## src/rtl/memory_pkg.sv

```systemverilog
// memory_pkg
// Shared definitions for the routing memory block: default sizes for the
// word buffer and output window, and the routing FSM state encoding.
package memory_pkg;

    localparam int MAX_WIDTH_DEF  = 9;    // byte lanes in the routed window
    localparam int DEPTH_DEF      = 128;  // buffer word count
    localparam int DATA_WIDTH_DEF = 8;    // bits per word

    typedef enum logic [1:0] {
        IDLE = 2'd0,
        READ = 2'd1,
        DONE = 2'd2
    } state_t;

endpackage

```

## src/rtl/memory_buffer.sv

```systemverilog
// memory_buffer
// Word storage with one write port and one synchronous read port.
// A read issued on an edge presents its word after that edge; a read and a
// write to the same address on the same edge return the previous contents.
// Ports:
//   clk      - rising-edge clock
//   wr_en    - write strobe
//   wr_addr  - write address
//   wr_data  - write data
//   rd_en    - read strobe
//   rd_addr  - read address
//   rd_data  - registered read data (valid the cycle after rd_en)
module memory_buffer
    import memory_pkg::*;
#(
    parameter int Depth     = DEPTH_DEF,
    parameter int DataWidth = DATA_WIDTH_DEF,
    parameter int AddrWidth = $clog2(Depth)
) (
    input  logic                 clk,
    input  logic                 wr_en,
    input  logic [AddrWidth-1:0] wr_addr,
    input  logic [DataWidth-1:0] wr_data,
    input  logic                 rd_en,
    input  logic [AddrWidth-1:0] rd_addr,
    output logic [DataWidth-1:0] rd_data
);

    logic [DataWidth-1:0] mem_q [Depth];
    logic [DataWidth-1:0] rd_data_q;

    // Contents are never reset; both ports use non-blocking updates so a
    // colliding read sees the old word.
    always_ff @(posedge clk) begin
        if (wr_en) begin
            mem_q[wr_addr] <= wr_data;
        end
        if (rd_en) begin
            rd_data_q <= mem_q[rd_addr];
        end
    end

    assign rd_data = rd_data_q;

endmodule

```

## src/rtl/memory_top.sv

```systemverilog
// memory_top
// Buffers written words and, on request, routes a contiguous (wrapping)
// address range out through a shift window: each read word enters lane 0 and
// older words move up, the oldest falling off beyond MaxWidth lanes.
// Ports:
//   clk        - rising-edge clock
//   rst        - synchronous active-high reset (buffer contents kept)
//   writeEn    - buffer write strobe, honoured in every state
//   writeAddr  - buffer write address
//   dataIn     - buffer write data
//   routeEn    - level request that starts a pass and holds its result
//   startAddr  - first address of the pass (inclusive)
//   finalAddr  - end address of the pass (exclusive)
//   finished   - high once the last word has landed in dataOut
//   dataOut    - routed word window, newest word in lane 0
module memory_top
    import memory_pkg::*;
#(
    parameter int MaxWidth  = MAX_WIDTH_DEF,
    parameter int Depth     = DEPTH_DEF,
    parameter int DataWidth = DATA_WIDTH_DEF,
    parameter int AddrWidth = $clog2(Depth)
) (
    input  logic                          clk,
    input  logic                          rst,
    input  logic                          writeEn,
    input  logic [AddrWidth-1:0]          writeAddr,
    input  logic [DataWidth-1:0]          dataIn,
    input  logic                          routeEn,
    input  logic [AddrWidth-1:0]          startAddr,
    input  logic [AddrWidth-1:0]          finalAddr,
    output logic                          finished,
    output logic [MaxWidth*DataWidth-1:0] dataOut
);

    localparam int OutWidth = MaxWidth * DataWidth;

    state_t                 state_q, state_d;
    logic [AddrWidth-1:0]   rd_addr_q, rd_addr_d;
    logic [AddrWidth-1:0]   end_addr_q, end_addr_d;
    logic [AddrWidth-1:0]   next_addr;
    logic                   rd_vld_q, rd_vld_d;
    logic                   finished_q, finished_d;
    logic [OutWidth-1:0]    data_out_q, data_out_d;
    logic                   rd_en;
    logic [DataWidth-1:0]   rd_data;

    memory_buffer #(
        .Depth     (Depth),
        .DataWidth (DataWidth),
        .AddrWidth (AddrWidth)
    ) buffer (
        .clk     (clk),
        .wr_en   (writeEn),
        .wr_addr (writeAddr),
        .wr_data (dataIn),
        .rd_en   (rd_en),
        .rd_addr (rd_addr_q),
        .rd_data (rd_data)
    );

    always_comb begin
        // Explicit wrap so non-power-of-two depths also cycle back to 0.
        next_addr  = (rd_addr_q == AddrWidth'(Depth - 1)) ? '0 : rd_addr_q + 1'b1;
        rd_en      = (state_q == READ);

        state_d    = state_q;
        rd_addr_d  = rd_addr_q;
        end_addr_d = end_addr_q;
        finished_d = finished_q;
        data_out_d = data_out_q;
        // A read issued last cycle lands now, one word per cycle.
        rd_vld_d   = rd_en;

        if (rd_vld_q) begin
            data_out_d = {data_out_q[OutWidth-DataWidth-1:0], rd_data};
        end

        unique case (state_q)
            IDLE: begin
                if (routeEn) begin
                    rd_addr_d  = startAddr;
                    end_addr_d = finalAddr;
                    data_out_d = '0;
                    state_d    = (startAddr == finalAddr) ? DONE : READ;
                end
            end
            READ: begin
                // routeEn is ignored here: a started pass always completes.
                rd_addr_d = next_addr;
                if (next_addr == end_addr_q) begin
                    state_d = DONE;
                end
            end
            DONE: begin
                // First DONE cycle coincides with the final word landing, so
                // finished is raised unconditionally before honouring routeEn.
                if (!finished_q) begin
                    finished_d = 1'b1;
                end else if (!routeEn) begin
                    finished_d = 1'b0;
                    state_d    = IDLE;
                end
            end
            default: begin
                state_d = IDLE;
            end
        endcase
    end

    always_ff @(posedge clk) begin
        if (rst) begin
            state_q    <= IDLE;
            rd_addr_q  <= '0;
            end_addr_q <= '0;
            rd_vld_q   <= 1'b0;
            finished_q <= 1'b0;
            data_out_q <= '0;
        end else begin
            state_q    <= state_d;
            rd_addr_q  <= rd_addr_d;
            end_addr_q <= end_addr_d;
            rd_vld_q   <= rd_vld_d;
            finished_q <= finished_d;
            data_out_q <= data_out_d;
        end
    end

    assign finished = finished_q;
    assign dataOut  = data_out_q;

endmodule

```

## config.mk

```make
export PLATFORM = sky130hd
export DESIGN_NAME = memory_top
export DESIGN_NICKNAME = d
export VERILOG_FILES = /design/src/rtl/memory_pkg.sv /design/src/rtl/memory_buffer.sv /design/src/rtl/memory_top.sv
export SDC_FILE = /design/constraint.sdc
export NUM_CORES = 1
export LEC_CHECK = 0
export CAP_MARGIN = 10
export CORE_MARGIN = 2
export CORE_UTILIZATION = 30
export DETAILED_ROUTE_END_ITERATION = 7
export GPL_TIMING_DRIVEN = 1
export RECOVER_POWER = 100
export SLEW_MARGIN = 40
export SYNTH_ARGS = -nofsm -noshare
export SYNTH_HDL_FRONTEND = slang
export SYNTH_SLANG_ARGS = --single-unit
```

## constraint.sdc

```tcl
create_clock -name clk -period 2.9 [get_ports clk]
set_input_delay 0.29 -clock clk [delete_from_list [all_inputs] [get_ports clk]]
set_output_delay 0.29 -clock clk [all_outputs]
set_load 0.05 [all_outputs]
```

==> out/results.txt, run 1 <==
status -> finished, violations left
failing checks -> capacitance limit, slew limit
Worst Hold Launch -> finalAddr[6]
Final GP Congestion -> 0.798
Layout Nets -> 2728
total power -> 0.0414 W
Layout area overhead -> 17.7%
DRC -> 0
pwr/cell area -> 799 nW/um2
Root Driver -> clkbuf_16
Post-Syn Area per Cell -> 18.6 um2
pin count of the biggest net entering global routing -> 89
Crit path largest cell delay -> 0.61 ns
H-tree depth -> 3
CTS Buf Count -> 107
Post-Syn Instances -> 2364
total grt overflow -> 0
dominant synthesized flop cell -> edfxtp_1
RR Endpoint -> buffer.rd_data[6]
Post-synth ARST share -> 0
global-route wire length before repair -> 156 mm
RSZ-0062 raised after global routing -> false
launch point of the worst reg-to-reg path -> rd_addr_q[1]
final hold violations -> 0
sequential share of the synthesized area -> 0.746
count of final setup violators -> 0
clock skew -> 0.0537 ns
worst relative slew slack -> -1.08
CTS tree -> done
Post-synth EDFFs -> 1032
Critical Path End Type -> flop
FF-to-FF setup slack -> 0.09 ns
die area -> 150000 um2
count of warnings emitted by yosys -> 0
drt initial violations -> 2084
Slowest-stage cell, CP -> dfxtp_4
worst hold slack -> 0.207 ns
fmax -> 356 MHz
IR drop worst, VDD -> 0.000501 V
Initial Util -> 0.302
# Post-CTS Setup Buffers -> 0
LEAKAGE -> 16.0 nW
Final min period -> 2.81 ns
IO Port Bufs -> 105
post-synth net total -> 2398
CP Cell Sequence -> buf_4 > mux4_2 > mux2_2 > o21ai_0 > a21oi_1 > o22ai_2 > o21ai_0
Final period util -> 0.967
number of synthesized register bits -> 1122
Final Max Tran Viols -> 382
Worst-path clk slew -> 0.07 ns
Hold EP -> end_addr_q[6]
class of the worst hold path -> primary input to flop
Worst-Skew Late Latency -> 0.72 ns
Rows -> 140
worst r2r path cells -> 7
vias in the first global route -> 22.8k
core area -> 146000 um2
chip height -> 387 um
critical path peak fanout -> 18
drt first pass iters -> 5
Post-DRT Antenna Nets -> 0
Vias/cell -> 4.87
Mapped Area -> 44000 um2
I/O Pins -> 106
drt wl/cell -> 22.6 um
worst-margin pin slew -> 3.11 ns
initial antenna violation count -> 0
HPWL Detailed -> 67.7 mm
library cells used by synthesis -> 49
Data arrival, critical path -> 3.26 ns
clock tree sinks -> 1122
GR Util All Layers -> 0.140
CP dominant cell by count -> o21ai_0
Max clock buf depth -> 3
Critical Path Source Type -> flop
layout cell share with drive strength beyond 1 -> 0.168
max cap viols -> 8
WP data required -> 3.36 ns
DR vias -> 22.9k
die width -> 387 um
Routed WL -> 107 mm
kind of critical path -> flop to flop
Hold Crit Depth -> 3
## final cells by class
class | count | area, um2
diodes | 1 | 2.50
clock buffers | 129 | 2800
clock inverters | 72 | 748
fillers | 13600 | 93800
inverters | 3 | 11.3
multi-input cells | 1097 | 10400
flip-flops and latches | 1122 | 32800
well taps | 1917 | 2400
repair buffers | 363 | 2580
## power by group
group	switching (W)	internal, W
Clock	0.00612	0.00808
Combinational	0.00504	0.00379
Sequential	0.000425	0.0179
## Yosys cell counts (all sizes together) (3+ instances only)
cell type  instances  share of area
a21boi             8         0.0014
a21oi             71         0.0082
a22oi             50         0.0085
a31oi             26         0.0037
and2               3        0.00043
buf               93          0.013
clkbuf            49         0.0042
dfxtp             90          0.041
edfxtp          1032           0.70
mux2              24         0.0061
mux2i            256          0.058
mux4             192           0.10
nand2             72         0.0061
nand2b             5        0.00071
nand3             21         0.0024
nand4              4        0.00057
nor2             214          0.018
nor2b             11         0.0016
nor3              14         0.0016
nor4               3        0.00043
o211ai             7         0.0012
o21ai             61         0.0069
o221ai            10         0.0020
o22ai              9         0.0013
xnor2              6         0.0012
xor2               9         0.0018
## cells in the final DEF, fill, tap and decap left out, types with 23 or more instances in the layout
cell / Yosys / final
edfxtp_1: 1032 / 1032
mux2i_1: 256 / 256
nor2_1: 214 / 213
clkbuf_1: 49 / 180
mux4_2: 174 / 174
clkbuf_16: 0 / 109
dfxtp_1: 90 / 84
dlygate4sd3_1: 0 / 79
nand2_1: 72 / 72
a21oi_1: 70 / 71
buf_4: 29 / 67
a22oi_1: 50 / 50
o21ai_0: 37 / 38
clkinv_1: 1 / 29
a31oi_1: 26 / 26
mux2_2: 24 / 24
o21ai_1: 24 / 23
## metal layers
layer,wire length (um),vias to the layer above,GRT usage
li1,-,10200,-
met1,46500,11800,0.195
met2,48700,818,0.215
met3,9020,140,0.0376
met4,2340,0,0.0367
met5,0,-,0
## registers in the layout, indices dropped and copies added (netlist names)
signal          cells
rd_vld_q            1
finished            1
buffer.rd_data      8
dataOut            72
end_addr_q          7
state_q             2
rd_addr_q           7
buffer.mem_q     1024
## cells by family after synthesis
family	share of synthesized area
muxes	0.164
and+or+nand+nor	0.0337
AOI/OAI and AO/OA	0.0350
buffers and inverters	0.0176
DFF	0.746
xor gates and xnor gates	0.00350
adders and majority gates	0.000284
## worst max-delay path, delay by kind of cell (launching register included)
family | cells | cell delay [ns]
DFF | 1 | 0.61
muxes | 2 | 0.81
buffers and inverters | 1 | 0.33
AOI/OAI and AO/OA | 4 | 0.78
## through the flow
stage	worst slack [ns]	utilization	std cells	cell area, um2	setup TNS, ns
finish	0.0948	0.356	4704	51800	0
floorplan	0.810	-	2364	44000	0
CTS	0.0550	0.360	4703	52500	0
global placement	-0.0230	0.336	4501	48900	-0.0230
global route	0.00436	0.356	4703	51800	0
detailed placement	-0.00188	0.336	4501	48900	-0.00188
## how the worst max path moves through the flow
| stage | start | end | slack [ns] | cells after the start |
|---|---|---|---|---|
| CTS | rd_addr_q[1] | buffer.rd_data[0] | 0.06 | 8 |
| finish | rd_addr_q[1] | buffer.rd_data[6] | 0.09 | 7 |
| global placement | rd_addr_q[1] | buffer.rd_data[6] | -0.02 | 7 |
| floorplan | rd_addr_q[0] | buffer.rd_data[1] | 0.81 | 8 |
| detailed placement | rd_addr_q[1] | buffer.rd_data[6] | -0.002 | 7 |
| global route | rd_addr_q[0] | state_q[0] | 0.004 | 9 |
## timing repair
action                                 4_1_cts  5_1_grt
setup endpoints to repair                    1        1
pin swaps                                    0        0
endpoints found under the hold margin        9        0
hold buffers                                 1        0
resized for setup                            1        1
Note: power is estimated with default switching activity, not from simulation.
==> inputs of run 2 (changes only) <==
--- a/config.mk
+++ b/config.mk
@@ -9,6 +9,8 @@
 export CORE_MARGIN = 2
 export CORE_UTILIZATION = 30
 export DETAILED_ROUTE_END_ITERATION = 7
+export DONT_BUFFER_PORTS = 1
+export GPL_ROUTABILITY_DRIVEN = 0
 export GPL_TIMING_DRIVEN = 1
 export RECOVER_POWER = 100
 export SLEW_MARGIN = 40
==> out/results.txt, run 2 (same netlist as run 1, synthesis figures left out) <==
drt wl/cell -> 23.1 um
initial antenna violation count -> 0
Worst-Skew Late Latency -> 0.71 ns
CTS Buf Count -> 108
RSZ-0062 raised after global routing -> false
pin count of the biggest net entering global routing -> 129
Data arrival, critical path -> 3.28 ns
layout cell share with drive strength beyond 1 -> 0.170
IR drop worst, VDD -> 0.000489 V
die width -> 387 um
LEAKAGE -> 15.2 nW
most frequent cells in the layout -> edfxtp_1 (1032), mux2i_1 (256), nor2_1 (213)
core area -> 146000 um2
final instance area -> 50500 um2
drt initial violations -> 2153
kind of critical path -> flop to flop
pwr/cell area -> 802 nW/um2
sw power -> 0.0115 W
max cap viols -> 15
CP dominant cell by count -> o21ai_1
fmax -> 354 MHz
worst hold slack -> 0.0424 ns
worst-margin pin slew -> 3.10 ns
Final period util -> 0.974
critical path peak fanout -> 22
WP data required -> 3.36 ns
Switching Fraction -> 0.283
I/O Pins -> 106
worst relative slew slack -> -1.07
IO Port Bufs -> 0
FF-to-FF setup slack -> 0.08 ns
global-route wire length before repair -> 154 mm
max FFs per register -> 1024
DRC -> 0
most flop-heavy register -> buffer.mem_q
vias in the first global route -> 22.3k
CP Cell Sequence -> buf_12 > mux4_1 > mux2_2 > o21ai_1 > a21oi_1 > o221ai_1 > clkbuf_1 > o21ai_1
count of final setup violators -> 0
total grt overflow -> 0
met2 WL -> 48.5 mm
HPWL Detailed -> 61.0 mm
Max clock buf depth -> 3
Post-DRT Antenna Nets -> 0
Placed Instance Area -> 47300 um2
die area -> 150000 um2
Clk pwr share -> 0.326
wl on met1 -> 46.2 mm
chip height -> 387 um
clock skew -> 0.0364 ns
Hold Crit Depth -> 4
Layout area overhead -> 14.9%
Placed Cells -> 4317
GR Util All Layers -> 0.137
Root Driver -> clkbuf_16
Rows -> 140
DR vias -> 22.5k
internal power -> 0.0291 W
diodes inserted -> 0
RR Endpoint -> buffer.rd_data[4]
failing checks -> capacitance limit, slew limit
worst r2r path cells -> 8
Vias/cell -> 4.94
drt first pass iters -> 7
final hold violations -> 0
Critical Path End Type -> flop
commonest non-fill, non-tap cell in the layout -> edfxtp_1
combinational share of power -> 0.218
WL met3 -> 8.03 mm
Slowest-stage cell, CP -> mux4_1
Final min period -> 2.82 ns
CTS tree -> done
setup TNS -> 0 ns
Final Max Tran Viols -> 1130
H-tree depth -> 3
Initial Util -> 0.302
Top Metal Used -> met4
status -> finished, violations left
non-filler cells, final -> 4548
# Post-CTS Setup Buffers -> 0
Worst Hold Launch -> routeEn
Hold EP -> finished
Layout Nets -> 2579
Critical Path Source Type -> flop
Seq pwr share -> 0.456
Crit path largest cell delay -> 0.59 ns
clock tree sinks -> 1122
class of the worst hold path -> primary input to flop
Worst-path clk slew -> 0.06 ns
Routed WL -> 105 mm
launch point of the worst reg-to-reg path -> rd_addr_q[1]
Fill cells -> 13.6k
## run 2: cell count changes in the layout (fill, tap and decap cells not counted), moves of 3 or more
cell / delta
buf_12: +3
clkbuf_1: -57
clkdlybuf4s50_1: -19
dlygate4sd3_1: -52
buf_4: -14
clkinv_8: +3
bufinv_16: -10
## run 2: worst max-delay path by stage
stage                       from           endpoint  slack, ns  depth (start not counted)
finish              rd_addr_q[1]  buffer.rd_data[4]       0.08                          8
global route        rd_addr_q[1]  buffer.rd_data[1]       0.02                          8
CTS                 rd_addr_q[1]  buffer.rd_data[6]       0.02                          8
detailed placement  rd_addr_q[1]  buffer.rd_data[3]       0.04                          8
global placement    rd_addr_q[1]  buffer.rd_data[3]       0.04                          8
floorplan           rd_addr_q[0]  buffer.rd_data[1]       0.81                          8
## run 2: critical path: cells and delay by family (launching register included)
| kind | cells | cell delay [ns] |
|---|---|---|
| buffers and inverters | 2 | 0.46 |
| muxes | 2 | 0.86 |
| AOI/OAI and AO/OA | 4 | 0.66 |
| DFF | 1 | 0.56 |
## run 2: area by class of cell
class / instances / area, um2 / share of cell area
clock buffers: 139 / 2850 / 0.0564
clock inverters: 57 / 449 / 0.00889
inverters: 3 / 11.3 / 0.000223
multi-input cells: 1097 / 10400 / 0.207
flip-flops and latches: 1122 / 32800 / 0.650
well taps: 1917 / 2400 / 0.0475
repair buffers: 213 / 1560 / 0.0308
## run 2: stage by stage
step / utilization / total power, W / setup slack [ns]
final: 0.347 / 0.0405 / 0.0761
after global routing: 0.347 / 0.0420 / 0.0201
after detailed placement: 0.325 / 0.0273 / 0.0401
after CTS: 0.351 / 0.0409 / 0.0225
after floorplan: - / 0.0243 / 0.810
after global placement: 0.325 / 0.0273 / 0.0356
## run 2: per-layer routing
| metal | vias to the layer above | track usage |
|---|---|---|
| li1 | 9860 | - |
| met1 | 11700 | 0.192 |
| met2 | 780 | 0.212 |
| met3 | 141 | 0.0317 |
| met4 | 0 | 0.0399 |
| met5 | - | 0 |
## run 2: power by group through the flow
stage          sequential [W]  clock, W  combinational [W]
2_1_floorplan          0.0184         0            0.00594
3_3_place_gp           0.0188         0            0.00858
3_5_place_dp           0.0188         0            0.00856
4_1_cts                0.0184    0.0135            0.00894
5_1_grt                0.0185    0.0141            0.00936
6_report               0.0185    0.0132            0.00882
## run 2: repair_timing
item | in CTS | in global routing
endpoints found under the setup margin | 0 | 3
hold endpoints to repair | 1114 | 0
hold buffers | 35 | 0
resized for setup | 0 | 3
==> inputs of run 3 (changes only) <==
--- a/config.mk
+++ b/config.mk
@@ -6,8 +6,9 @@
 export NUM_CORES = 1
 export LEC_CHECK = 0
 export CAP_MARGIN = 10
+export CORE_ASPECT_RATIO = 0.75
 export CORE_MARGIN = 2
-export CORE_UTILIZATION = 30
+export CORE_UTILIZATION = 42
 export DETAILED_ROUTE_END_ITERATION = 7
 export DONT_BUFFER_PORTS = 1
 export GPL_ROUTABILITY_DRIVEN = 0
==> out/results.txt, run 3 (same netlist as run 1, synthesis figures left out) <==
status -> finished, violations left
failing checks -> capacitance limit, slew limit
vias in the first global route -> 22.9k
WL met3 -> 11.5 mm
Max clock buf depth -> 3
Hold EP -> finished
final instance area -> 50000 um2
pin count of the biggest net entering global routing -> 129
global-route wire length before repair -> 157 mm
Top Metal Used -> met4
Data arrival, critical path -> 3.19 ns
WP data required -> 3.33 ns
commonest non-fill, non-tap cell in the layout -> edfxtp_1
Post-DRT Antenna Nets -> 0
drt first pass iters -> 5
CP Cell Sequence -> buf_12 > buf_12 > mux4_2 > a22oi_2 > a21boi_0 > o22ai_1 > o21ai_0
RR Endpoint -> buffer.rd_data[0]
combinational share of power -> 0.232
initial antenna violation count -> 1
RSZ-0062 raised after global routing -> false
Worst Hold Launch -> routeEn
max FFs per register -> 1024
most flop-heavy register -> buffer.mem_q
GR Util All Layers -> 0.199
Slowest-stage cell, CP -> mux4_2
fmax -> 363 MHz
count of final setup violators -> 0
FF-to-FF setup slack -> 0.14 ns
HPWL Detailed -> 66.0 mm
clock skew -> 0.0233 ns
launch point of the worst reg-to-reg path -> rd_addr_q[0]
Worst-Skew Late Latency -> 0.69 ns
CP dominant cell by count -> buf_12
setup TNS -> 0 ns
class of the worst hold path -> primary input to flop
Seq pwr share -> 0.450
Routed WL -> 108 mm
final hold violations -> 0
Clk pwr share -> 0.317
Final Max Tran Viols -> 1144
Placed Instance Area -> 46800 um2
wl on met1 -> 48.2 mm
Core Util, Final -> 0.483
Switching Fraction -> 0.284
max cap viols -> 16
IR drop worst, VDD -> 0.000431 V
Root Driver -> clkbuf_16
die width -> 378 um
total grt overflow -> 0
H-tree depth -> 3
layout cell share with drive strength beyond 1 -> 0.181
clock tree sinks -> 1122
chip height -> 284 um
die area -> 107000 um2
Layout Nets -> 2609
worst-margin pin slew -> 3.11 ns
Placed Cells -> 3831
Final min period -> 2.76 ns
most frequent cells in the layout -> edfxtp_1 (1032), mux2i_1 (256), nor2_1 (213)
worst r2r path cells -> 7
sw power -> 0.0116 W
IO Port Bufs -> 0
critical path peak fanout -> 26
internal power -> 0.0292 W
pwr/cell area -> 817 nW/um2
Worst path top cell family by delay -> compound AO/OA/AOI/OAI gates
Crit path largest cell delay -> 0.55 ns
DR vias -> 23.1k
non-filler cells, final -> 4062
drt wl/cell -> 26.6 um
CTS Buf Count -> 106
kind of critical path -> flop to flop
Vias/cell -> 5.68
Critical Path End Type -> flop
crit path buf inv count -> 2
LEAKAGE -> 15.4 nW
Final period util -> 0.951
diodes inserted -> 0
CTS tree -> done
drt initial violations -> 2692
Initial Util -> 0.425
Layout area overhead -> 13.6%
Worst-path clk slew -> 0.06 ns
I/O Pins -> 106
Critical Path Source Type -> flop
Hold Crit Depth -> 4
Rows -> 102
worst relative slew slack -> -1.07
met2 WL -> 46.8 mm
core area -> 104000 um2
DRC -> 0
run 3: worst max path at each step:
stage                             from                 to  slack (ns)  cells after the start
after global routing      rd_addr_q[0]  buffer.rd_data[0]        0.03                      7
after detailed placement  rd_addr_q[0]  buffer.rd_data[0]        0.02                      7
final                     rd_addr_q[0]  buffer.rd_data[0]        0.14                      7
after floorplan           rd_addr_q[0]  buffer.rd_data[1]        0.81                      8
after global placement    rd_addr_q[0]  buffer.rd_data[0]        0.01                      7
after CTS                 rd_addr_q[0]  buffer.rd_data[0]        0.03                      7
run 3: cell type report:
cell class | count | area [um2]
clock buffer | 137 | 2830
timing repair buffer | 245 | 1790
sequential | 1122 | 32800
multi-input combinational | 1097 | 10400
inverter | 3 | 11.3
fill | 8550 | 53500
clock inverter | 54 | 337
tap | 1404 | 1760
run 3: worst min-delay path, delay by kind of cell:
| kind | cells | cell delay, ns |
|---|---|---|
| AO/OA/AOI/OAI | 2 | 0.14 |
| AND/OR/NAND/NOR | 2 | 0.26 |
run 3: metrics by stage:
step                power (W)  hold WS, ns  worst slack, ns
floorplan              0.0243        0.389            0.810
global placement       0.0277        0.359           0.0112
detailed placement     0.0277        0.362           0.0198
CTS                    0.0410      0.00381           0.0305
global route           0.0423       0.0511           0.0341
finish                 0.0408       0.0508            0.143
run 3: timing repair:
action / CTS / global route
hold endpoints to repair: 1114 / 3
endpoints found under the setup margin: 0 / 2
hold buffers: 34 / 1
setup buffers: 0 / 5
gates resized for setup: 0 / 4
run 3: metal layers:
| metal | vias to the layer above | track usage |
|---|---|---|
| met4 | 0 | 0.0406 |
| met1 | 11900 | 0.303 |
| met3 | 133 | 0.0592 |
| met5 | - | 0 |
| met2 | 1083 | 0.284 |
| li1 | 9907 | - |
run 3: power by group through the flow:
stage                     clock network, W  logic [W]  registers, W
after global placement                   0    0.00905        0.0187
after CTS                           0.0132    0.00946        0.0183
final                               0.0130    0.00948        0.0184
after floorplan                          0    0.00594        0.0184
after detailed placement                 0    0.00908        0.0187
after global routing                0.0138     0.0100        0.0184
